### config.mk
export PLATFORM = sky130hd
export DESIGN_NAME = cpu_stage_controller
export DESIGN_NICKNAME = d
export VERILOG_FILES = /design/src/rtl/rv32i_ctrl_pkg.sv /design/src/rtl/ctrl_timeout.sv /design/src/rtl/cpu_stage_controller.sv
export SDC_FILE = /design/constraint.sdc
export NUM_CORES = 1
export LEC_CHECK = 0
export ABC_AREA = 1
export CAP_MARGIN = 5
export CORE_MARGIN = 3
export CORE_UTILIZATION = 52
export DETAILED_ROUTE_END_ITERATION = 10
export PLACE_DENSITY = 0.84
export SETUP_SLACK_MARGIN = 0.3
export SYNTH_ARGS = -nofsm -noshare
export SYNTH_HDL_FRONTEND = slang
export SYNTH_SLANG_ARGS = --single-unit
### constraint.sdc
create_clock -name clk -period 2.2 [get_ports clk]
set_input_delay 0.44 -clock clk [delete_from_list [all_inputs] [get_ports clk]]
set_output_delay 0.44 -clock clk [all_outputs]
set_load 0.01 [all_outputs]
### src/rtl/rv32i_ctrl_pkg.sv
// rv32i_ctrl_pkg: state encoding, RV32I opcode constants and error codes for the stage controller
package rv32i_ctrl_pkg;
  typedef enum logic [2:0] {
    S_IDLE, S_FETCH, S_DECODE, S_EXECUTE, S_MEMORY, S_WRITEBACK, S_HALT, S_ERROR
  } state_t;
  localparam logic [6:0] OP_LUI      = 7'b0110111;
  localparam logic [6:0] OP_AUIPC    = 7'b0010111;
  localparam logic [6:0] OP_JAL      = 7'b1101111;
  localparam logic [6:0] OP_JALR     = 7'b1100111;
  localparam logic [6:0] OP_BRANCH   = 7'b1100011;
  localparam logic [6:0] OP_LOAD     = 7'b0000011;
  localparam logic [6:0] OP_STORE    = 7'b0100011;
  localparam logic [6:0] OP_IMM      = 7'b0010011;
  localparam logic [6:0] OP_OP       = 7'b0110011;
  localparam logic [6:0] OP_MISC_MEM = 7'b0001111;
  localparam logic [6:0] OP_SYSTEM   = 7'b1110011;
  localparam logic [1:0] ERR_NONE    = 2'b00;
  localparam logic [1:0] ERR_IMEM    = 2'b01;
  localparam logic [1:0] ERR_DMEM    = 2'b10;
  localparam logic [1:0] ERR_ILLEGAL = 2'b11;
  function automatic logic is_legal(input logic [6:0] op);
    return op inside {OP_LUI, OP_AUIPC, OP_JAL, OP_JALR, OP_BRANCH, OP_LOAD,
                      OP_STORE, OP_IMM, OP_OP, OP_MISC_MEM, OP_SYSTEM};
  endfunction
endpackage

### src/rtl/ctrl_timeout.sv
// ctrl_timeout: shared wait counter; expired flags the TIMEOUT-th consecutive un-acked request cycle (0 disables)
module ctrl_timeout #(
  parameter int TIMEOUT = 15
) (
  input  logic clk,
  input  logic rst_n,
  input  logic clr,
  input  logic en,
  output logic expired
);
  localparam int W = TIMEOUT > 1 ? $clog2(TIMEOUT) : 1;
  localparam logic [W-1:0] LAST = W'(TIMEOUT > 0 ? TIMEOUT - 1 : 0);
  logic [W-1:0] cnt;
  always_ff @(posedge clk or negedge rst_n)
    if (!rst_n) cnt <= '0;
    else if (clr) cnt <= '0;
    else if (en) cnt <= cnt + 1'b1;
  // cnt holds the wait cycles already elapsed, so the current cycle is number cnt+1
  assign expired = (TIMEOUT != 0) && en && (cnt == LAST);
endmodule

### src/rtl/cpu_stage_controller.sv
// cpu_stage_controller: multi-cycle FETCH/DECODE/EXECUTE/MEMORY/WRITEBACK sequencer for the RV32I core.
// Define CTRL_PERF_CNT_EN to add the cycle_cnt and instret performance counters.
module cpu_stage_controller
  import rv32i_ctrl_pkg::*;
#(
  parameter int TIMEOUT = 15
) (
  input  logic        clk,
  input  logic        rst_n,
  input  logic        start,
  input  logic [6:0]  opcode,
  input  logic        imem_ack,
  input  logic        dmem_ack,
  output logic        imem_req,
  output logic        dmem_req,
  output logic        dmem_we,
  output logic        if_id_en,
  output logic        id_ex_en,
  output logic        ex_mem_en,
  output logic        mem_wb_en,
  output logic        pc_en,
  output logic        rf_we,
  output logic        halted,
  output logic [1:0]  err_code,
`ifdef CTRL_PERF_CNT_EN
  output logic [31:0] cycle_cnt,
  output logic [31:0] instret,
`endif
  output logic [2:0]  state
);
  state_t cur, nxt;
  logic [6:0] opcode_q;
  logic [1:0] err_q, err_d;
  logic wait_cyc, expired, is_store, is_mem, is_short;
  assign is_store = opcode_q == OP_STORE;
  assign is_mem   = opcode_q == OP_LOAD || is_store;
  assign is_short = opcode_q == OP_BRANCH || opcode_q == OP_MISC_MEM;
  assign wait_cyc = (cur == S_FETCH && !imem_ack) || (cur == S_MEMORY && !dmem_ack);
  // every exit from FETCH/MEMORY is an ack or an expiry, so clearing on non-wait cycles also clears on entry
  ctrl_timeout #(.TIMEOUT(TIMEOUT)) u_timeout (
    .clk(clk), .rst_n(rst_n), .clr(!wait_cyc), .en(wait_cyc), .expired(expired)
  );
  always_ff @(posedge clk or negedge rst_n)
    if (!rst_n) begin
      cur      <= S_IDLE;
      opcode_q <= '0;
      err_q    <= ERR_NONE;
    end else begin
      cur   <= nxt;
      err_q <= err_d;
      if (cur == S_DECODE) opcode_q <= opcode;
    end
  always_comb begin
    nxt       = cur;
    err_d     = err_q;
    imem_req  = 1'b0;
    dmem_req  = 1'b0;
    dmem_we   = 1'b0;
    if_id_en  = 1'b0;
    id_ex_en  = 1'b0;
    ex_mem_en = 1'b0;
    mem_wb_en = 1'b0;
    pc_en     = 1'b0;
    rf_we     = 1'b0;
    case (cur)
      S_IDLE: nxt = start ? S_FETCH : S_IDLE;
      S_FETCH: begin
        imem_req = 1'b1;
        if_id_en = imem_ack;
        nxt      = imem_ack ? S_DECODE : expired ? S_ERROR : S_FETCH;
        err_d    = expired ? ERR_IMEM : err_q;
      end
      S_DECODE: begin
        id_ex_en = is_legal(opcode) && opcode != OP_SYSTEM;
        nxt      = opcode == OP_SYSTEM ? S_HALT : is_legal(opcode) ? S_EXECUTE : S_ERROR;
        err_d    = is_legal(opcode) ? err_q : ERR_ILLEGAL;
      end
      S_EXECUTE: begin
        ex_mem_en = 1'b1;
        pc_en     = is_short;
        nxt       = is_mem ? S_MEMORY : is_short ? S_FETCH : S_WRITEBACK;
      end
      S_MEMORY: begin
        dmem_req  = 1'b1;
        dmem_we   = is_store;
        mem_wb_en = dmem_ack && !is_store;
        pc_en     = dmem_ack && is_store;
        nxt       = dmem_ack ? (is_store ? S_FETCH : S_WRITEBACK) : expired ? S_ERROR : S_MEMORY;
        err_d     = expired ? ERR_DMEM : err_q;
      end
      S_WRITEBACK: begin
        rf_we = 1'b1;
        pc_en = 1'b1;
        nxt   = S_FETCH;
      end
      default: nxt = cur;
    endcase
  end
  assign halted   = cur == S_HALT;
  assign err_code = err_q;
  assign state    = cur;
`ifdef CTRL_PERF_CNT_EN
  always_ff @(posedge clk or negedge rst_n)
    if (!rst_n) begin
      cycle_cnt <= '0;
      instret   <= '0;
    end else begin
      if (!(cur inside {S_IDLE, S_HALT, S_ERROR})) cycle_cnt <= cycle_cnt + 32'd1;
      if (pc_en) instret <= instret + 32'd1;
    end
`endif
endmodule

# Word level (Yosys, flattened, before mapping)

Cells that the tools add are included.

Output and inout port bits: 15
Word-level logic and storage cells: 73
Register bits: 16

Reduce and logical (&&, ||, !) cells: 17
Muxes and demuxes: 25
Add/subtract/negate cells: 1
Eq/ne operators: 26

Operator list:

| operator                                             | count |
|---|---|
| equality test 7 bit (second input constant)          | 5 |
| equality test 7 x 6 -> 1 bit (second input constant) | 4 |
| two-way mux 3 bit                                    | 8 |
| case mux 3 bit (6 select lines)                      | 1 |
| equality test 7 x 2 -> 1 bit (second input constant) | 2 |
| equality test 7 x 4 -> 1 bit (second input constant) | 2 |
| equality test 7 x 5 -> 1 bit (second input constant) | 2 |
| nonzero test 11 bit                                  | 1 |
| equality test 3 bit (second input constant)          | 3 |
| two-way mux 1 bit                                    | 9 |
| two-way mux 2 bit                                    | 4 |
| != test 7 bit (second input constant)                | 1 |
| equality test 3 x 2 -> 1 bit (second input constant) | 2 |
| logical AND 1 bit                                    | 6 |
| != test 2 bit (second input constant)                | 3 |
| case mux 2 bit (3 select lines)                      | 1 |
| nonzero test 6 bit                                   | 1 |
| adder 4 x 1 -> 4 bit (second input constant)         | 1 |
| equality test 4 bit (second input constant)          | 1 |
| two-way mux 4 bit                                    | 1 |
| AND reduction 4 bit                                  | 1 |
| equality test 3 x 1 -> 1 bit (second input constant) | 1 |
| zero test 1 bit                                      | 3 |
| zero test 3 bit                                      | 1 |
| other kinds (3)                                      | 5 |

# Longest topological paths before layout

Word-level depth: 7
Mapped depth: 10

# Modules after synthesis

Synthesis repeated with hierarchy kept, for this count alone.

Cells, all modules: 163
Area total of the unflattened synthesis: 1,092.3 um2

By module, submodules not included:

| module               | area each (um2) | times used | seq. area each (um2) | cells an instance |
|---|---|---|---|---|
| cpu_stage_controller | 870.8           | 1          | 300.3                | 136 |
| ctrl_timeout         | 221.5           | 1          | 100.1                | 27 |

# Worst setup path before layout

OpenSTA, ideal clock, no wires.

Path kind: register -> output
Start point: register cur[2], in the netlist state[2]
End point: output pc_en
Data required time: 1.760 ns
Stages on the path, launching flop included: 7
Slack: 0.337 ns
Data arrival time: 1.423 ns
Buffers on the path: 0
Cells stage by stage: dfrtp_1 inv_2 nor3_4 inv_2 nor2_4 nand2_1 a21oi_1

Word-level cells in the longest chain between the ends: 2
Elaborated cells between the ends (all ways): 4

RTL lines:

| what                                                                | line                       | RTL |
|---|---|---|
| from (decl)                                                         | cpu_stage_controller.sv:31 | `state_t cur, nxt;` |
| from (signal assigned)                                              | cpu_stage_controller.sv:49 | `cur <= nxt;` |
| equality test 3 bit or equality test 3 x 2 -> 1 bit (tied branches) | cpu_stage_controller.sv:65 | `case (cur)` |
| case mux 1 bit (3 select lines) (*)                                 | cpu_stage_controller.sv:65 |  |
| to (decl)                                                           | cpu_stage_controller.sv:21 | `output logic pc_en,` |

Mark *: on every way between the ends. The rest lies on a longest branch, timed or not.

# Worst setup path in the final report

Start point: register opcode_q[2]
End point: output pc_en

Word-level cells in the longest chain between the ends: 3
Elaborated cells between the ends (all ways): 6

RTL lines:

| what                                                       | line                                                   | RTL |
|---|---|---|
| from (decl)                                                | cpu_stage_controller.sv:32                             | `logic [6:0] opcode_q;` |
| from (signal assigned)                                     | cpu_stage_controller.sv:51                             | `if (cur == S_DECODE) opcode_q <= opcode;` |
| equality test 7 x 6 -> 1 bit, or another cell as far along | cpu_stage_controller.sv:35                             | `assign is_store = opcode_q == OP_STORE;` |
| logical AND 1 bit or logical OR 1 bit (tied branches)      | cpu_stage_controller.sv:87, cpu_stage_controller.sv:37 |  |
| case mux 1 bit (3 select lines) (*)                        | cpu_stage_controller.sv:65                             |  |

Marks and branches as above.

==> metrics.md <==
| Metric | Value |
|---|---|
| Final #Nets | `228` |
| Rows | `15` |
| RSZ-0062 raised after global routing | `true` |
| Top delay family on crit path | `simple AND/OR/NAND/NOR gates` |
| Placed cells | `221` |
| Setup violations, final | `0` |
| Routed via count | `1334` |
| Main synth FF type | `dfrtp_1` |
| Vias in the first global route | `1211` |
| Period utilization | `0.899` |
| DR WL met3 | `270 um` |
| Die Height | `51.9 um` |
| MaxCap Viol Count | `0` |
| Antenna violations before repair | `0` |
| Worst Path Required | `1.76 ns` |
| R2r startpoint | `u_timeout.cnt[0]` |
| Area share of the largest cell type after synthesis | `0.366` |
| Slew margin rel. | `0.478` |
| Reg2Reg Depth | `10` |
| Crit Path Category | `reg -> out` |
| CP Capture Type | `primary output` |
| Synth cell types | `21` |
| Vias per cell | `5.65` |
| Core ar. | `1860 sq um` |
| Post-Route WL | `3890 um` |
| Seq/Total Area, Yosys | `0.366` |
| Peak supply drop | `0.394 mV` |
| First-pass DRT Iterations | `4` |
| Slew @ Worst Pin | `0.780 ns` |
| Max Clock Skew | `0.0102 ns` |
| Syn. warnings | `0` |
| Ys async rst share | `1.00` |
| Fin. Hold Viols | `0` |
| Syn nets | `175` |
| Crit-path most repeated cell | `nand2_2` |
| Clk sink count | `16` |
| Highest routed metal layer | `met4` |
| Hold EP | `err_code[0]` |
| CP Cell Sequence | `inv_2 > nand2_2 > nor2_4 > nand2_2 > nor2_4 > nand2_2 > a21oi_2 > buf_2` |
| Total clock buffers created by CTS | `3` |
| First-pass GRT wire length | `5440 um` |
| IO Pins | `27` |
| HPWL Detailed | `2160 um` |
| Hold_buf cts | `0` |
| CTS tree | `yes` |
| Antenna-violating nets left | `0` |
| Slowest stage delay, CP | `0.42 ns` |
| Tot GR Track Use | `0.281` |
| Port Buf Inserts | `26` |
| Routed wl met2 | `1990 um` |
| Largest cells by area after synthesis | `dfrtp_1, nand2_1, nor2_1` |
| Synth Cell Area | `1090 sq um` |
| Largest net degree at the start of global routing | `17` |
| Remaining global-route overflow | `0` |
| Synth cell count leaders | `nand2_1, nor2_1, inv_1` |
| Crit path launch type | `flop` |
| Max Root-Sink Buffers | `2` |
| Syn Area/Cell | `6.89 sq um` |
| Number of synthesized flops with an enable pin | `0` |
| DRC | `0` |
| R2R Setup Slk | `0.57 ns` |
| Fin cells | `236` |
| Clk pin slew, worst setup/hold paths | `0.11 ns` |
| Final core occ | `0.886` |
| CP max stage cell | `dfrtp_1` |
| Antenna cell count | `0` |
| CTS root buffer | `clkbuf_4` |
| Worst path buffer plus inverter count | `2` |
| Hold Path Depth | `2` |
| Fraction of layout cells with a size suffix above 1 | `0.336` |
| Initial DRC Count | `77` |
| Gpl congestion | `0.868` |
| Post-synth top area cell | `dfrtp_1` |
| Die W | `51.9 um` |
| Area delta synth->final | `50.4%` |
| Hold Path Class | `reg -> reg` |
| Final Critical Period | `1.98 ns` |
| Final Max Tran Viols | `0` |
| Initial Utilization | `0.589` |
| Syn Inst Count | `159` |
| M1 WL | `1400 um` |
| Drt wl/cell | `16.5 um` |
| LEAKAGE | `0.868 nW` |
| PwrDens | `342 nW/um^2` |
| Achievable Freq | `505 MHz` |
| Flops & latches, synth | `16` |
| H-tree Lvls | `1` |
| Top-count cell post-synth | `nand2_1` |
| R2R Path End | `state[2]` |
| Outcome | `completed` |
| Die area | `2690 sq um` |
| Crit path DAT | `1.54 ns` |
| Top fanout value on the critical path | `3` |
| Skew-Pair Late Insertion Delay | `0.30 ns` |
| Hold Path Origin | `err_code[0]` |
==> tightest hold or removal path, cell delays in order, from the launching register on <==
cell and delay (ns):
dfrtp_1 0.36, nand2_1 0.05, nand2_1 0.05
==> flip-flops by register name, indices dropped and copies added (netlist names) <==
register,count
opcode_q,7
err_code,2
u_timeout.cnt,4
state,3
==> placed cells by master, fill, tap and decap left out <==
cell type | netlist | final
a21oi_2 | 0 | 2
buf_2 | 1 | 4
buf_4 | 0 | 18
buf_6 | 0 | 5
clkbuf_2 | 0 | 1
clkbuf_4 | 0 | 3
clkbuf_8 | 0 | 1
clkdlybuf4s50_1 | 0 | 7
dfrtp_1 | 16 | 16
dlygate4sd2_1 | 0 | 12
dlymetal6s2s_1 | 0 | 2
ha_1 | 4 | 4
inv_1 | 19 | 13
inv_2 | 5 | 10
inv_4 | 0 | 1
nand2_1 | 51 | 45
nand2_2 | 1 | 7
nand2_4 | 1 | 1
nand3_1 | 14 | 11
nand3_2 | 3 | 6
nand4_1 | 2 | 2
nor2_1 | 21 | 14
nor2_2 | 1 | 5
nor2_4 | 2 | 5
nor3_1 | 1 | 1
nor3_4 | 2 | 2
o21ai_0 | 10 | 10
o21ai_1 | 1 | 1
xnor2_1 | 1 | 1
xor2_1 | 1 | 1
==> layout make-up <==
| type | instances | area (sq um) |
|---|---|---|
| Fill cell | 97 | 211 |
| Clock buffer | 4 | 36.3 |
| Sequential cell | 16 | 400 |
| Tap cell | 25 | 31.3 |
| Timing Repair Buffer | 49 | 417 |
| Multi-Input combinational cell | 118 | 669 |
| Inverter | 24 | 92.6 |
==> per-layer routing <==
layer,vias up,track usage
li1,602,-
met1,605,0.313
met2,98,0.508
met3,29,0.0344
met4,0,0.157
met5,-,0
==> stage by stage <==
stage | setup TNS (ns) | setup slack [ns] | total power [mW] | instance area (sq um) | hold slack, ns
3_3_place_gp | -0.162 | -0.162 | 0.348 | 1470 | 0.456
2_1_floorplan | 0 | 0.337 | 0.311 | 1090 | 0.144
3_5_place_dp | -0.263 | -0.263 | 0.351 | 1470 | 0.458
4_1_cts | 0 | 0.120 | 0.558 | 1600 | 0.485
5_1_grt | 0 | 0.178 | 0.577 | 1650 | 0.527
6_report | 0 | 0.221 | 0.562 | 1650 | 0.484
==> power by group <==
group | internal, mW | leakage, nW | switching, mW
Sequential | 0.294 | 0.171 | 0
Combinational | 0.0274 | 0.676 | 0.0308
Clock | 0.101 | 0.0210 | 0.109
==> worst max-delay path by stage <==
stage           startpoint        to  slack [ns]  depth (start not counted)
2_1_floorplan     state[2]     pc_en        0.34                          6
3_3_place_gp     opcode[1]  id_ex_en       -0.16                          8
3_5_place_dp     opcode[0]  id_ex_en       -0.26                          8
4_1_cts        opcode_q[4]     pc_en        0.12                          8
5_1_grt           state[0]     pc_en        0.18                          6
6_report       opcode_q[2]     pc_en        0.22                          8
==> cells by family (layout without fill, tap and decap cells) <==
logic type | count (synthesis) | after routing | synth area share
flip-flops | 16 | 16 | 0.366
XOR/XNOR | 2 | 2 | 0.0160
adder cells (fa/ha/maj) | 4 | 4 | 0.0457
buffers and inverters | 25 | 77 | 0.0869
AND/OR/NAND/NOR | 99 | 99 | 0.426
AO/OA/AOI/OAI | 13 | 13 | 0.0594
==> repair_timing <==
| item | 4_1_cts | 5_1_grt |
|---|---|---|
| resized for setup | 38 | 28 |
| setup buffers | 9 | 2 |
| pin swaps | 6 | 9 |
| setup endpoints to repair | 10 | 8 |
| hold endpoints to repair | 0 | 0 |
Power figures use the tool's default switching activity.
